===== src/rtl/load_store_unit_if.sv =====
// Request/response bus between the execute stage and the load/store unit.
// Handshake: a request transfers on a rising edge where req_valid && req_ready; resp_valid is a one-cycle pulse with no backpressure.
interface load_store_unit_if;
    logic        req_valid;
    logic        req_ready;
    logic        req_we;
    logic [2:0]  req_funct3;
    logic [31:0] req_addr;
    logic [31:0] req_wdata;
    logic        resp_valid;
    logic [31:0] resp_rdata;
    logic        resp_err;

    modport master (
        output req_valid, req_we, req_funct3, req_addr, req_wdata,
        input  req_ready, resp_valid, resp_rdata, resp_err
    );

    modport slave (
        input  req_valid, req_we, req_funct3, req_addr, req_wdata,
        output req_ready, resp_valid, resp_rdata, resp_err
    );
endinterface


===== src/rtl/load_store_unit.sv =====
// RV32I load/store unit: converts byte-addressed requests into word-addressed
// memory strobes with byte enables, and extends load data back to 32 bits.
module load_store_unit #(
    parameter int ADDR_W = 12
) (
    input  logic              clk,
    input  logic              rst,
    load_store_unit_if.slave  bus,
    output logic [ADDR_W-1:0] mem_addr,
    output logic              mem_ld,
    output logic              mem_str,
    output logic [3:0]        mem_be,
    output logic [31:0]       mem_wdata,
    input  logic [31:0]       mem_rdata,
    output logic [2:0]        dbg_state
);
    typedef enum logic [2:0] {IDLE, ACCESS, LWAIT, RESP, ERR} state_t;

    state_t             state_q, state_d;
    logic               we_q, we_d;
    logic [2:0]         funct3_q, funct3_d;
    logic [1:0]         off_q, off_d;
    logic               resp_valid_q, resp_valid_d;
    logic               resp_err_q, resp_err_d;
    logic [31:0]        resp_rdata_q, resp_rdata_d;
    logic [ADDR_W-1:0]  mem_addr_q, mem_addr_d;
    logic               mem_ld_q, mem_ld_d;
    logic               mem_str_q, mem_str_d;
    logic [3:0]         mem_be_q, mem_be_d;
    logic [31:0]        mem_wdata_q, mem_wdata_d;

    logic        accept;
    logic        req_bad;
    logic [1:0]  req_off;
    logic [31:0] shifted_b, shifted_h, load_data;
    logic        unused_addr;

    assign req_off     = bus.req_addr[1:0];
    assign accept      = bus.req_valid && bus.req_ready;
    assign unused_addr = ^bus.req_addr[31:ADDR_W+2];

    // Illegal funct3 or misaligned halfword/word accesses never reach memory.
    always_comb begin
        req_bad = 1'b0;
        case (bus.req_funct3)
            3'b000:  req_bad = 1'b0;
            3'b001:  req_bad = req_off[0];
            3'b010:  req_bad = |req_off;
            3'b100:  req_bad = bus.req_we;
            3'b101:  req_bad = bus.req_we | req_off[0];
            default: req_bad = 1'b1;
        endcase
    end

    assign shifted_b = mem_rdata >> {off_q, 3'b000};
    assign shifted_h = mem_rdata >> {off_q[1], 4'b0000};

    always_comb begin
        load_data = mem_rdata;
        case (funct3_q)
            3'b000:  load_data = {{24{shifted_b[7]}}, shifted_b[7:0]};
            3'b001:  load_data = {{16{shifted_h[15]}}, shifted_h[15:0]};
            3'b100:  load_data = {24'd0, shifted_b[7:0]};
            3'b101:  load_data = {16'd0, shifted_h[15:0]};
            default: load_data = mem_rdata;
        endcase
    end

    always_comb begin
        state_d      = state_q;
        we_d         = we_q;
        funct3_d     = funct3_q;
        off_d        = off_q;
        resp_valid_d = 1'b0;
        resp_err_d   = 1'b0;
        resp_rdata_d = resp_rdata_q;
        mem_addr_d   = mem_addr_q;
        mem_ld_d     = 1'b0;
        mem_str_d    = 1'b0;
        mem_be_d     = 4'b0000;
        mem_wdata_d  = mem_wdata_q;
        case (state_q)
            IDLE: begin
                if (accept) begin
                    we_d     = bus.req_we;
                    funct3_d = bus.req_funct3;
                    off_d    = req_off;
                    if (req_bad) begin
                        state_d      = ERR;
                        resp_valid_d = 1'b1;
                        resp_err_d   = 1'b1;
                        resp_rdata_d = 32'd0;
                    end else begin
                        state_d    = ACCESS;
                        mem_addr_d = bus.req_addr[ADDR_W+1:2];
                        if (bus.req_we) begin
                            mem_str_d = 1'b1;
                            case (bus.req_funct3[1:0])
                                2'b00: begin
                                    mem_be_d    = 4'b0001 << req_off;
                                    mem_wdata_d = {4{bus.req_wdata[7:0]}};
                                end
                                2'b01: begin
                                    mem_be_d    = req_off[1] ? 4'b1100 : 4'b0011;
                                    mem_wdata_d = {2{bus.req_wdata[15:0]}};
                                end
                                default: begin
                                    mem_be_d    = 4'b1111;
                                    mem_wdata_d = bus.req_wdata;
                                end
                            endcase
                        end else begin
                            mem_ld_d = 1'b1;
                        end
                    end
                end
            end
            ACCESS: begin
                if (we_q) begin
                    state_d      = RESP;
                    resp_valid_d = 1'b1;
                    resp_rdata_d = 32'd0;
                end else begin
                    state_d = LWAIT;
                end
            end
            LWAIT: begin
                state_d      = RESP;
                resp_valid_d = 1'b1;
                resp_rdata_d = load_data;
            end
            RESP:    state_d = IDLE;
            ERR:     state_d = IDLE;
            default: state_d = IDLE;
        endcase
    end

    always_ff @(posedge clk) begin
        if (rst) begin
            state_q      <= IDLE;
            we_q         <= 1'b0;
            funct3_q     <= 3'd0;
            off_q        <= 2'd0;
            resp_valid_q <= 1'b0;
            resp_err_q   <= 1'b0;
            resp_rdata_q <= 32'd0;
            mem_addr_q   <= '0;
            mem_ld_q     <= 1'b0;
            mem_str_q    <= 1'b0;
            mem_be_q     <= 4'b0000;
            mem_wdata_q  <= 32'd0;
        end else begin
            state_q      <= state_d;
            we_q         <= we_d;
            funct3_q     <= funct3_d;
            off_q        <= off_d;
            resp_valid_q <= resp_valid_d;
            resp_err_q   <= resp_err_d;
            resp_rdata_q <= resp_rdata_d;
            mem_addr_q   <= mem_addr_d;
            mem_ld_q     <= mem_ld_d;
            mem_str_q    <= mem_str_d;
            mem_be_q     <= mem_be_d;
            mem_wdata_q  <= mem_wdata_d;
        end
    end

    assign bus.req_ready  = (state_q == IDLE) && !rst;
    assign bus.resp_valid = resp_valid_q;
    assign bus.resp_err   = resp_err_q;
    assign bus.resp_rdata = resp_rdata_q;
    assign mem_addr       = mem_addr_q;
    assign mem_ld         = mem_ld_q;
    assign mem_str        = mem_str_q;
    assign mem_be         = mem_be_q;
    assign mem_wdata      = mem_wdata_q;
    assign dbg_state      = state_q;
endmodule


===== src/flat_wrapper.sv =====
// flat-port wrapper written by rule: the top's interface ports become plain ports
module load_store_unit_flat 
#(
    parameter int ADDR_W = 12
)
  (clk, rst, mem_addr, mem_ld, mem_str, mem_be, mem_wdata, mem_rdata, dbg_state, bus_req_valid, bus_req_we, bus_req_funct3, bus_req_addr, bus_req_wdata, bus_req_ready, bus_resp_valid, bus_resp_rdata, bus_resp_err);
  load_store_unit_if bus_i ();
  input  logic clk;
  input  logic rst;
  output logic [ADDR_W-1:0] mem_addr;
  output logic mem_ld;
  output logic mem_str;
  output logic [3:0] mem_be;
  output logic [31:0] mem_wdata;
  input  logic [31:0] mem_rdata;
  output logic [2:0] dbg_state;
  input wire logic [$bits(bus_i.req_valid)-1:0] bus_req_valid;
  input wire logic [$bits(bus_i.req_we)-1:0] bus_req_we;
  input wire logic [$bits(bus_i.req_funct3)-1:0] bus_req_funct3;
  input wire logic [$bits(bus_i.req_addr)-1:0] bus_req_addr;
  input wire logic [$bits(bus_i.req_wdata)-1:0] bus_req_wdata;
  output wire logic [$bits(bus_i.req_ready)-1:0] bus_req_ready;
  output wire logic [$bits(bus_i.resp_valid)-1:0] bus_resp_valid;
  output wire logic [$bits(bus_i.resp_rdata)-1:0] bus_resp_rdata;
  output wire logic [$bits(bus_i.resp_err)-1:0] bus_resp_err;
  assign bus_i.req_valid = bus_req_valid;
  assign bus_i.req_we = bus_req_we;
  assign bus_i.req_funct3 = bus_req_funct3;
  assign bus_i.req_addr = bus_req_addr;
  assign bus_i.req_wdata = bus_req_wdata;
  assign bus_req_ready = bus_i.req_ready;
  assign bus_resp_valid = bus_i.resp_valid;
  assign bus_resp_rdata = bus_i.resp_rdata;
  assign bus_resp_err = bus_i.resp_err;
  load_store_unit #(.ADDR_W(ADDR_W)) u_core (.clk(clk), .rst(rst), .bus(bus_i), .mem_addr(mem_addr), .mem_ld(mem_ld), .mem_str(mem_str), .mem_be(mem_be), .mem_wdata(mem_wdata), .mem_rdata(mem_rdata), .dbg_state(dbg_state));
endmodule

===== config.mk =====
export PLATFORM = sky130hd
export DESIGN_NAME = load_store_unit_flat
export DESIGN_NICKNAME = d
export VERILOG_FILES = /design/src/rtl/load_store_unit_if.sv /design/src/rtl/load_store_unit.sv /design/src/flat_wrapper.sv
export SDC_FILE = /design/constraint.sdc
export NUM_CORES = 1
export LEC_CHECK = 0
export CORE_UTILIZATION = 46
export CTS_BUF_LIST = sky130_fd_sc_hd__clkbuf_8
export DETAILED_ROUTE_END_ITERATION = 7
export HOLD_SLACK_MARGIN = 0.15
export PLACE_DENSITY = 0.92
export SYNTH_ARGS = -nofsm -noshare
export SYNTH_HDL_FRONTEND = slang
export SYNTH_SLANG_ARGS = --single-unit

===== constraint.sdc =====
create_clock -name clk -period 3.35 [get_ports clk]
set_clock_uncertainty 0.2 [all_clocks]
set_input_delay 0.5025 -clock clk [delete_from_list [all_inputs] [get_ports clk]]
set_output_delay 0.5025 -clock clk [all_outputs]
set_load 0.02 [all_outputs]

==> metrics.md, run 1 <==
| Metric | Value |
|---|---|
| Port bufs | `172` |
| WL/cell | `17.0 µm` |
| Initial antenna violation count | `0` |
| Layout Nets | `710` |
| Critical path data arrival time | `2.08 ns` |
| Post-synthesis net count | `551` |
| Hold WC Path Type | `reg2reg` |
| Crit path kind | `reg2out` |
| Tot GR Track Use | `26.1%` |
| Row count | `34` |
| Setup_tns | `0 ns` |
| Final Hold Fails | `0` |
| Most common cell in the netlist | `dfxtp_1` |
| Number of DRC markers in iteration 0 | `145` |
| Latest clock arrival within the worst-skew pair | `0.36 ns` |
| DRC viols | `0` |
| #FFs+latches synth | `93` |
| CTS Hold Buffers Added | `0` |
| CP cell instances | `or4_4, inv_2, clkdlybuf4s50_1` |
| Via count of the first global-routing pass | `4022` |
| CTS max path bufs | `2` |
| Netlist Area Pre-Place | `0.00414 mm²` |
| Family with the most delay on the worst path | `buffers and inverters` |
| Setup crit start kind | `flip-flop` |
| Sinks on the clock net | `93` |
| Most common library cells after synthesis | `dfxtp_1 (93), nand2_1 (56), mux2i_1 (35), nor2_1 (35), a21oi_1 (31)` |
| Top_reg_cell synth | `dfxtp_1` |
| Asr flop ratio synth | `0%` |
| Yosys top cell by area | `dfxtp_1` |
| Via-per-instance ratio | `5.54` |
| Status | `completed` |
| Post-synth EDFFs | `0` |
| Fin crit share | `83.2%` |
| Post-cts resize count | `0` |
| Fin. max-slew vios | `0` |
| Initial Util | `47.5%` |
| Delay of the slowest critical-path stage | `0.64 ns` |
| Clock slew at reported path FFs | `0.09 ns` |
| CP max-delay cell | `clkdlybuf4s50_1` |
| Die X | `96.9 µm` |
| Largest net degree at the start of global routing | `56` |
| Distinct cells, synth | `43` |
| Die area | `0.00939 mm²` |
| LEAKAGE | `0.00227 µW` |
| Max VDD drop | `246 µV` |
| Max-cap viol count | `0` |
| Syn Inst Count | `448` |
| Yosys warns | `0` |
| Seq/Total Area, Yosys | `44.9%` |
| Total gr overflow | `0` |
| Root Buffer | `clkbuf_8` |
| Via count | `3993` |
| RSZ-0062 raised after global routing | `no` |
| Required time of the critical path | `2.65 ns` |
| Yosys top cell area share | `44.9%` |
| CTS buffer count | `9` |
| IO Count | `191` |
| Core Region | `0.00872 mm²` |
| TritonCTS clock tree | `done` |
| GPL Wtd Cong | `0.907` |
| Synth-to-layout area growth | `47.7%` |
| PwrDens | `407 mW/mm²` |
| Final setup fails | `0` |
| Share of cells above drive strength 1 | `7.35%` |
| Top cells by area, synth | `dfxtp_1 (45%), mux2i_1 (8.5%), nand2_1 (5.1%)` |
| Worst Path Max Fanout | `7` |
| Slew @ Worst Pin | `0.754 ns` |
| Die outline height | `96.9 µm` |
| Postcts setup bufs | `0` |
| Antenna viol nets, final | `0` |
| H-tree depth | `3` |
| Critical Path Sink Type | `output pin` |
| Syn avg cell area | `9.25 µm²` |
| Fin crit period | `2.79 ns` |
| Final core utilization | `70.2%` |
| Fmax | `0.359 GHz` |
| First-pass GRT wire length | `19800 µm` |
| DRT Pass-1 Iters | `4` |
| Post-Route WL | `12300 µm` |
| CP Buf/Inv Count | `2` |
| Max-Slew Margin vs Limit | `49.6%` |
| DP HPWL | `9070 µm` |
[layer usage]
metal	wire, µm	GRT usage (%)
met5	0	0
met3	951	8.89
met4	186	8.61
met2	6000	45.0
met1	5120	30.1
[worst paths after layout]
kind                                startpoint                                    end  slack, ns  cells past startpoint
max           u_core.dbg_state[0]$_SDFFE_PP0P_                          bus_req_ready       0.56                      3
min          u_core.mem_wdata[28]$_SDFFE_PP0P_      u_core.mem_wdata[28]$_SDFFE_PP0P_       0.26                      2
max reg2reg       u_core.off_q[1]$_SDFFE_PP0P_  u_core.bus.resp_rdata[8]$_SDFFE_PP0P_       0.74                      4
min reg2reg  u_core.mem_wdata[28]$_SDFFE_PP0P_      u_core.mem_wdata[28]$_SDFFE_PP0P_       0.26                      2
[power breakdown]
part	switching [µW]	total [µW]	leakage (µW)	internal (µW)
Combinational	255	518	0.00142	263
Clock	426	774	0.0000954	348
Sequential	46.5	1200	0.000753	1150
[cell families (layout without fill, tap and decap cells)]
logic type,after synthesis,count (layout),synth area share (%)
muxes,45,45,11.4
DFF,93,93,44.9
AOI/OAI and AO/OA,121,121,20.7
xor gates and xnor gates,1,1,0.211
and+or+nand+nor,146,146,17.9
buffers and inverters,42,206,4.77
other,0,1,0
[state kept, by name, indices dropped and copies added (netlist names)]
| register | flops |
|---|---|
| u_core.mem_ld | 1 |
| u_core.bus.resp_rdata | 32 |
| u_core.mem_str | 1 |
| u_core.off_q | 2 |
| u_core.we_q | 1 |
| u_core.mem_be | 4 |
| u_core.dbg_state | 3 |
| u_core.mem_wdata | 32 |
| u_core.bus.resp_valid | 1 |
| u_core.bus.resp_err | 1 |
| u_core.mem_addr | 12 |
| u_core.funct3_q | 3 |
[worst reg2reg max path, cell delays in order, from the launching register on]
cell     delay (ns)
dfxtp_1        0.77
mux4_2         0.62
a21oi_1        0.51
nand2_1        0.13
a32o_1         0.27
[final cells by class]
class / instances / area, µm²
clock buffers: 9 / 124
well taps: 108 / 135
flip-flops and latches: 93 / 1860
clock inverters: 7 / 76.3
inverters: 9 / 33.8
multi-input cells: 313 / 2090
fillers: 639 / 2600
diodes: 1 / 2.50
repair buffers: 181 / 1800
[through the flow]
step / worst slack [ns] / cell area, µm² / hold slack [ns] / power (µW) / instances
6_report: 0.564 / 6120 / 0.260 / 2490 / 721
5_1_grt: 0.498 / 6120 / 0.275 / 2590 / 720
4_1_cts: 0.554 / 6120 / 0.261 / 2500 / 720
3_5_place_dp: 0.564 / 5920 / 0.250 / 1740 / 704
3_3_place_gp: 0.686 / 5920 / 0.243 / 1720 / 704
2_1_floorplan: 1.18 / 4140 / 0.257 / 1490 / 448
[cells in the final DEF, fill, tap and decap left out, types with 3 or more instances in the layout]
cell             Yosys  final
nand2b_1            29     29
nand3b_1             4      4
or3_1                6      6
mux2i_1             35     35
a211o_1              6      6
clkdlybuf4s50_1      0    171
a32o_1               8      8
nand2_1             56     56
o21ai_0             19     19
o2bb2ai_1            7      7
clkbuf_8             0      9
mux2_2               9      9
a21oi_1             31     31
buf_4                2      8
a311oi_1             3      3
nor2_1              35     35
inv_1                6      6
a211oi_1            14     14
and3b_1              6      6
a22o_1              17     17
dfxtp_1             93     93
clkinv_4             0      3
o211ai_1             9      9
Note: power is estimated with default switching activity, not from simulation.
==> run 2: changes to the inputs <==
- CORE_UTILIZATION: 46 -> 39
- PLACE_DENSITY: 0.92 -> 0.83
- clock period: 3.35 -> 2.44 ns (I/O delays scaled with it)
==> metrics.md, run 2 (synthesis gave the netlist of run 1 again) <==
| Metric | Value |
|---|---|
| CP max-delay cell | `or4_4` |
| GPL Wtd Cong | `0.841` |
| Number of DRC markers in iteration 0 | `153` |
| Die X | `105 µm` |
| Core Region | `0.0103 mm²` |
| DRT Pass-1 Iters | `4` |
| Initial antenna violation count | `0` |
| Root Buffer | `clkbuf_8` |
| Fin crit period | `2.35 ns` |
| CTS Hold Buffers Added | `0` |
| Max-Slew Margin vs Limit | `48.2%` |
| Slew @ Worst Pin | `0.777 ns` |
| CP cell instances | `or4_4, inv_2, dlygate4sd2_1` |
| Status | `completed` |
| Commonest cells after routing, fill and taps aside | `clkdlybuf4s50_1 (170), dfxtp_1 (93), nand2_1 (56)` |
| Synth-to-layout area growth | `52.8%` |
| Critical path data arrival time | `1.78 ns` |
| Fmax | `0.426 GHz` |
| Die area | `0.0110 mm²` |
| Via-per-instance ratio | `5.29` |
| Clock slew at reported path FFs | `0.09 ns` |
| Setup crit start kind | `flip-flop` |
| Filler cells | `862` |
| RSZ-0062 raised after global routing | `no` |
| LEAKAGE | `0.00238 µW` |
| CTS max path bufs | `2` |
| First-pass GRT wire length | `20100 µm` |
| Final setup fails | `0` |
| Initial Util | `40.1%` |
| IO Count | `191` |
| Setup_tns | `0 ns` |
| DP HPWL | `9290 µm` |
| Via count of the first global-routing pass | `4083` |
| Storage cell area | `0.00186 mm²` |
| PwrDens | `555 mW/mm²` |
| Power Total | `3510 µW` |
| Delay of the slowest critical-path stage | `0.55 ns` |
| Sinks on the clock net | `93` |
| Row count | `37` |
| Antenna diode count | `0` |
| Post-cts resize count | `1` |
| Share of cells above drive strength 1 | `9.87%` |
| Area of the multi-input gates | `0.00210 mm²` |
| Tot GR Track Use | `23.1%` |
| CP Buf/Inv Count | `2` |
| WL/cell | `16.5 µm` |
| Commonest non-fill, non-tap cell in the layout | `clkdlybuf4s50_1` |
| H-tree depth | `3` |
| TritonCTS clock tree | `done` |
| Fin crit share | `96.1%` |
| Max-cap viol count | `0` |
| Placed cell area | `0.00612 mm²` |
| Crit path kind | `reg2out` |
| Antenna viol nets, final | `0` |
| Largest net degree at the start of global routing | `55` |
| Critical Path Sink Type | `output pin` |
| Postcts setup bufs | `0` |
| Die outline height | `105 µm` |
| CTS buffer count | `9` |
| Total gr overflow | `0` |
| Via count | `4041` |
| Design Area, Final | `0.00633 mm²` |
| Required time of the critical path | `1.87 ns` |
| Latest clock arrival within the worst-skew pair | `0.36 ns` |
| Final Hold Fails | `0` |
| Hold WC Path Type | `in2reg` |
| Post-Route WL | `12600 µm` |
| Worst Path Max Fanout | `7` |
| Max VDD drop | `306 µV` |
| DRC viols | `0` |
| Layout Nets | `726` |
| Port bufs | `172` |
| Fin. max-slew vios | `0` |
| Family with the most delay on the worst path | `simple AND/OR/NAND/NOR gates` |
## run 2: area by class of cell
cell class | instances | share of cell area (%)
inverters | 9 | 0.534
multi-input cells | 313 | 33.1
clock buffers | 11 | 2.39
repair buffers | 197 | 30.8
flip-flops and latches | 93 | 29.4
clock inverters | 5 | 1.03
well taps | 136 | 2.69
## run 2: power breakdown
group	internal, µW	leakage (µW)	total, µW	switching [µW]
sequential	1580	0.000753	1620	41.4
clock	543	0.000111	1120	579
combinational	391	0.00152	769	378
total	2520	0.00238	3510	998
## run 2: worst register-to-register path: stages, from the launching register on
cell and delay (ns):
dfxtp_1 0.39, or4_4 0.55, inv_2 0.11, o2111ai_2 0.12, inv_2 0.13, buf_12 0.17, nor2_1 0.06, a211oi_1 0.33
## run 2: final timing paths
path                               startpoint  depth (start not counted)                           endpoint  slack [ns]
min reg2reg  u_core.mem_wdata[2]$_SDFFE_PP0P_                          2   u_core.mem_wdata[2]$_SDFFE_PP0P_        0.27
min                                       rst                          3   u_core.dbg_state[2]$_SDFFE_PP0P_        0.18
max          u_core.dbg_state[2]$_SDFFE_PP0P_                          3                      bus_req_ready        0.09
max reg2reg  u_core.dbg_state[2]$_SDFFE_PP0P_                          7  u_core.mem_wdata[12]$_SDFFE_PP0P_        0.26
## run 2: layer usage
metal	GRT usage, %	part of all wire [%]	vias to the layer above
met4	11.5	3.1	0
met2	38.1	47	166
met1	26.6	41	1892
li1	-	-	1951
met5	0	0	-
met3	7.80	8.7	32
## run 2: stage by stage
step	hold slack, ns	setup WS, ns	utilization (%)	instances
after floorplan	0.238	0.283	-	448
after global placement	0.243	0.112	59.2	748
after detailed placement	0.250	0.0484	59.2	748
after CTS	0.165	0.0712	61.3	764
after global routing	0.172	0.0343	61.3	764
final	0.184	0.0940	61.3	764
==> run 3: changes to the inputs <==
- SLEW_MARGIN: not set -> 20
==> results of run 3 <==
No change in the layout: final DEF, timing and power equal those of run 2.
==> edit 1: new RTL, flow settings as in run 3 <==
Take the reset off `mem_wdata_q` and load it in a clocked block of its own.
--- a/src/rtl/load_store_unit.sv
+++ b/src/rtl/load_store_unit.sv
@@ -149,5 +149,4 @@
             mem_str_q    <= 1'b0;
             mem_be_q     <= 4'b0000;
-            mem_wdata_q  <= 32'd0;
         end else begin
             state_q      <= state_d;
@@ -162,6 +161,9 @@
             mem_str_q    <= mem_str_d;
             mem_be_q     <= mem_be_d;
-            mem_wdata_q  <= mem_wdata_d;
         end
+    end
+
+    always_ff @(posedge clk) begin
+        mem_wdata_q <= mem_wdata_d;
     end
 
Formal check against the unedited RTL: differs if rst is asserted again (counterexample within 4 cycles, from zero or initial values and one cycle with rst high); with rst held inactive, the same outputs for 4 cycles.
==> edit 1 against run 3 <==
Combinational power decreased by 8.1%; total power decreased by 2.3%; sequential cell count unchanged; synthesized area decreased by 1.8%; critical path depth increased by 2; design area decreased by 1.2%; worst setup slack improved by 0.19 ns; global-route usage decreased by 2.5 points; sequential power increased by 5%; wire length decreased by 12%; register-to-register slack improved by 0.02 ns; final cell count decreased by 12%; largest cell class is now flip-flops and latches; largest power group unchanged.
==> edit 1: results (changes against run 3) <==
Total GRT Usage=20.6% (-2.5 points); clock latency on the worst-skew pair=0.36 ns (about the same); vias in the first global route=3,576 (-12%); CP arrival=2.26 ns (+0.48 ns); cell family with most CP delay=compound AO/OA/AOI/OAI gates; Critical Path Max Stage Delay=0.55 ns (about the same); clock buffers=9 (-2); area occupied by multi-input gates=0.00173 mm2 (-17%); Area contributors post-synth=dfxtp_1 (30%), edfxtp_1 (24%), mux2i_1 (7.1%); Post-Synth XOR/XNOR Area=0% (-0.21 points); number of flops mapped to enable cells by yosys=32 (+32); router iterations before antenna repair=4 (unchanged); WHS=0.278 ns (+0.0941 ns); Vias/cell=5.04 (-4.7%); Critical Path Source=u_core.off_q[1]$_SDFFE_PP0P_; Crit-path slowest cell=o21bai_2; Critical Path Fanout Max=16 (+9); Worst Setup EP=u_core.bus.resp_rdata[29]$_SDFFE_PP0P_; Hold Path Stages=1 (-2); Least-Margin Pin Slew=0.694 ns (-0.0826 ns); post-synthesis compound-gate area fraction=13.6% (-7.1 points); path depth of the worst reg2reg path=5 (-2); clock tree cell share of total cell area=3.20% (-0.22 points); synth warn=0 (unchanged); critical path capture point type=flop; largest net degree at the start of global routing=33 (-40%); Post-CTS Setup Repair Bufs=0 (unchanged); post-synthesis sequential area ratio=53.6% (+8.7 points); Fin. Hold Viols=0 (unchanged); ANT cells=0 (unchanged); layout cells sized above 1=14.8% (+4.9 points); post-synth net total=457 (-17%); DRT iter0 DRCs=156 (+2.0%); num sequential=93 (unchanged); Max IR drop VDD=0.354 mV (+16%); Multi-input comb cells=231 (-26%); hold path start=u_core.bus.resp_rdata[0]$_SDFFE_PP0P_; Pleak=2.36 nW (-0.88%); fillers=782 (-9.3%); routed length per instance=16.3 um (-0.86%); clock slew at reported path FFs=0.10 ns; hpwl dp=8330 um (-10%); Logic inverters=7 (-2); Hold Crit Class=reg2reg; status=finished, final reports clean; placer congestion estimate=0.824 (-2.0%); Register Area=0.00218 mm2 (+17%); NumNets Final=640 (-12%); initial antenna violation count=0 (unchanged); top cells by count, synth=dfxtp_1 (61), nand2b_1 (38), edfxtp_1 (32), nand2_1 (30), mux2i_1 (29); first-pass GRT wire length=17,800 um (-11%); Netlist cell types=37 (-14%); Hold Crit Endpoint=u_core.bus.resp_rdata[0]$_SDFFE_PP0P_; adder and majority cell fraction of the synthesized area=0% (unchanged); Non-clk bufs=195 (-1.0%); multiplexer share of the synthesized area=14.6% (+3.2 points); setup slack, reg-to-reg=0.28 ns (+0.02 ns); signal buffers share of area=31.1% (+0.26 points)
==> edit 1: routing by layer <==
layer / up-vias / global-route usage (%) / routed length, um
met2: 102 / 37.3 / 5810
met1: 1645 / 23.6 / 4410
met3: 15 / 4.89 / 557
met4: 0 / 7.14 / 234
li1: 1641 / - / -
met5: - / 0 / 0
==> edit 1: per-stage QoR <==
step	setup slack, ns	power (mW)	utilization [%]	instances	cell area (um2)
global placement	0.0577	2.42	60.8	659	6050
global route	0.0740	3.59	62.9	675	6260
detailed placement	0.0206	2.44	60.8	659	6050
CTS	0.0324	3.47	62.8	675	6250
floorplan	0.0355	2.10	-	354	4080
finish	0.280	3.44	62.9	675	6260
==> edit 1: timing repair <==
action	in CTS	in global routing
setup endpoints to repair	0	1
hold buffers	0	0
resized for setup	0	1
==> edit 1: power breakdown <==
part	switching (mW)	total, mW	leakage (nW)	internal, mW
logic	0.333	0.707	1.47	0.374
registers	0.0385	1.70	0.784	1.66
clock network	0.622	1.03	0.103	0.408
total	0.993	3.44	2.36	2.44
==> edit 2: new RTL, config.mk and constraints of run 3 <==
Without the edit above. `ADDR_W` is set to 12 in 2 places; all go to 13.
--- a/src/rtl/load_store_unit.sv
+++ b/src/rtl/load_store_unit.sv
@@ -2,5 +2,5 @@
 // memory strobes with byte enables, and extends load data back to 32 bits.
 module load_store_unit #(
-    parameter int ADDR_W = 12
+    parameter int ADDR_W = 13
 ) (
     input  logic              clk,
--- a/src/flat_wrapper.sv
+++ b/src/flat_wrapper.sv
@@ -2,5 +2,5 @@
 module load_store_unit_flat 
 #(
-    parameter int ADDR_W = 12
+    parameter int ADDR_W = 13
 )
   (clk, rst, mem_addr, mem_ld, mem_str, mem_be, mem_wdata, mem_rdata, dbg_state, bus_req_valid, bus_req_we, bus_req_funct3, bus_req_addr, bus_req_wdata, bus_req_ready, bus_resp_valid, bus_resp_rdata, bus_resp_err);
Interface: changed (resized mem_addr); port bits go from 191 to 192. The function was not compared with the original's and may differ.
==> edit 2 against run 3 <==
Non-clock buffer count grew 5; design area up 0.51%; sequential cell count up 1; final cell count unchanged; global-route usage decreased by 1.1 points; die area increased by 0.77%; synthesized cell count decreased by 0.89%; highest routed layer unchanged; worst setup slack improved by 0.21 ns; largest cell class unchanged; wire length down 4.4%; critical path depth decreased by 2; synthesized area grew 0.79%; count of clock-buffer cells in the layout is 1 lower; total power down 3.0%.
==> edit 2: results (changes against run 3) <==
status=finished, final reports clean; Yosys reg bits=94 (+1.1%); CP arrival=1.57 ns (-0.21 ns); Inserted Clock Buffers=9 (unchanged); cts hold-fix bufs=1 (+1); Total GRT Usage=22.0% (-1.1 points); largest net degree at the start of global routing=46 (-16%); Buffers on Ports=174 (+1.2%); Seq area share=29.6% (+0.16 points); Non-clk bufs=202 (+2.5%); signal buffers share of area=31.3% (+0.41 points); Clock Path Buffers=2 (unchanged); top cells by count, synth=dfxtp_1 (94), nand2_1 (53), mux2i_1 (42), nor2_1 (35), nand2b_1 (33); Post-CTS Setup Repair Bufs=0 (unchanged); Crit-path slowest cell=clkdlybuf4s50_1; hpwl dp=9140 um (-1.6%); ANT cells=0 (unchanged); CTS resizes=0 (-1); Hold Crit Class=in2reg; Area contributors post-synth=dfxtp_1 (45%), mux2i_1 (10%), nand2b_1 (4.9%); DRT iter0 DRCs=158 (+3.3%); first-pass GRT wire length=19,400 um (-3.4%); synth warn=0 (unchanged); async set or reset register ratio after synthesis=0% (unchanged); Pleak=2.43 nW (+1.9%); layout cells sized above 1=10.4% (+0.48 points); Vias/cell=5.11 (-3.4%); Multi-input comb cells=309 (-1.3%); routed length per instance=15.7 um (-4.4%); clock tree cell share of total cell area=2.95% (-0.47 points); clock slew at reported path FFs=0.09 ns (about the same); Critical Path Max Stage Delay=0.68 ns (+0.13 ns); adder and majority cell fraction of the synthesized area=0% (unchanged); Logic inverters=7 (-2); fillers=915 (+6.1%); Critical Path Fanout Max=7 (unchanged); Least-Margin Pin Slew=0.696 ns (-0.0807 ns); post-synthesis compound-gate area fraction=18.6% (-2.1 points); Max IR drop VDD=0.286 mV (-6.6%); NumNets Final=726 (unchanged); clock buffers=10 (-1); Netlist cell types=40 (-7.0%); post-synth net total=547 (-0.73%); multiplexer share of the synthesized area=13.0% (+1.6 points); area occupied by multi-input gates=0.00211 mm2 (+0.60%); cell family with most CP delay=buffers and inverters; H-tree depth=3 (unchanged); vias in the first global route=3,965 (-2.9%); Post-Synth XOR/XNOR Area=0.210% (-0.0016 points); post-synthesis sequential area ratio=45.1% (+0.13 points); placer congestion estimate=0.836 (-0.54%)
==> edit 2: cell types whose count changed in the layout (fill, tap and decap cells not counted), moves of 3 or more <==
cell      before  now
nand3_1        0    3
nand2b_1      29   33
nand2_1       56   53
o21ai_0       19   16
or3_1          6    0
buf_4         21   24
mux2i_1       35   42
a211o_1        6    0
and3b_1        6    0
a21oi_1       31   26
nor2b_1        1    9
==> edit 2: where the power goes <==
group | leakage, nW | internal, mW | switching [mW] | total (mW)
logic | 1.57 | 0.400 | 0.368 | 0.768
registers | 0.761 | 1.60 | 0.0464 | 1.64
clock network | 0.0956 | 0.415 | 0.584 | 0.999
total | 2.43 | 2.41 | 0.998 | 3.41
==> edit 2: path summary, 6_finish.rpt <==
kind	startpoint	end	slack, ns	depth (start not counted)
worst min register to register	u_core.mem_wdata[27]$_SDFFE_PP0P_	u_core.mem_wdata[27]$_SDFFE_PP0P_	0.26	2
worst min-delay path	rst	u_core.we_q$_SDFFE_PP0P_	0.24	3
worst max-delay path	u_core.dbg_state[2]$_SDFFE_PP0P_	dbg_state[2]	0.30	1
worst max register to register	u_core.dbg_state[1]$_SDFFE_PP0P_	u_core.mem_wdata[11]$_SDFFE_PP0P_	0.35	7
==> edit 2: metrics by stage <==
step	area, um2	total power [mW]	worst slack, ns	instances
2_1_floorplan	4180	2.06	0.186	444
3_3_place_gp	6160	2.42	0.0754	747
3_5_place_dp	6160	2.44	0.0106	747
4_1_cts	6360	3.44	0.0650	764
5_1_grt	6360	3.58	0.233	764
6_report	6360	3.41	0.300	764
==> edit 2: metal layers <==
layer / global-route usage, % / vias to the layer above / routed length, um
met5: 0 / - / 0
met4: 7.44 / 0 / 163
met3: 5.94 / 13 / 857
met2: 40.6 / 130 / 6200
met1: 24.0 / 1829 / 4800
li1: - / 1932 / -
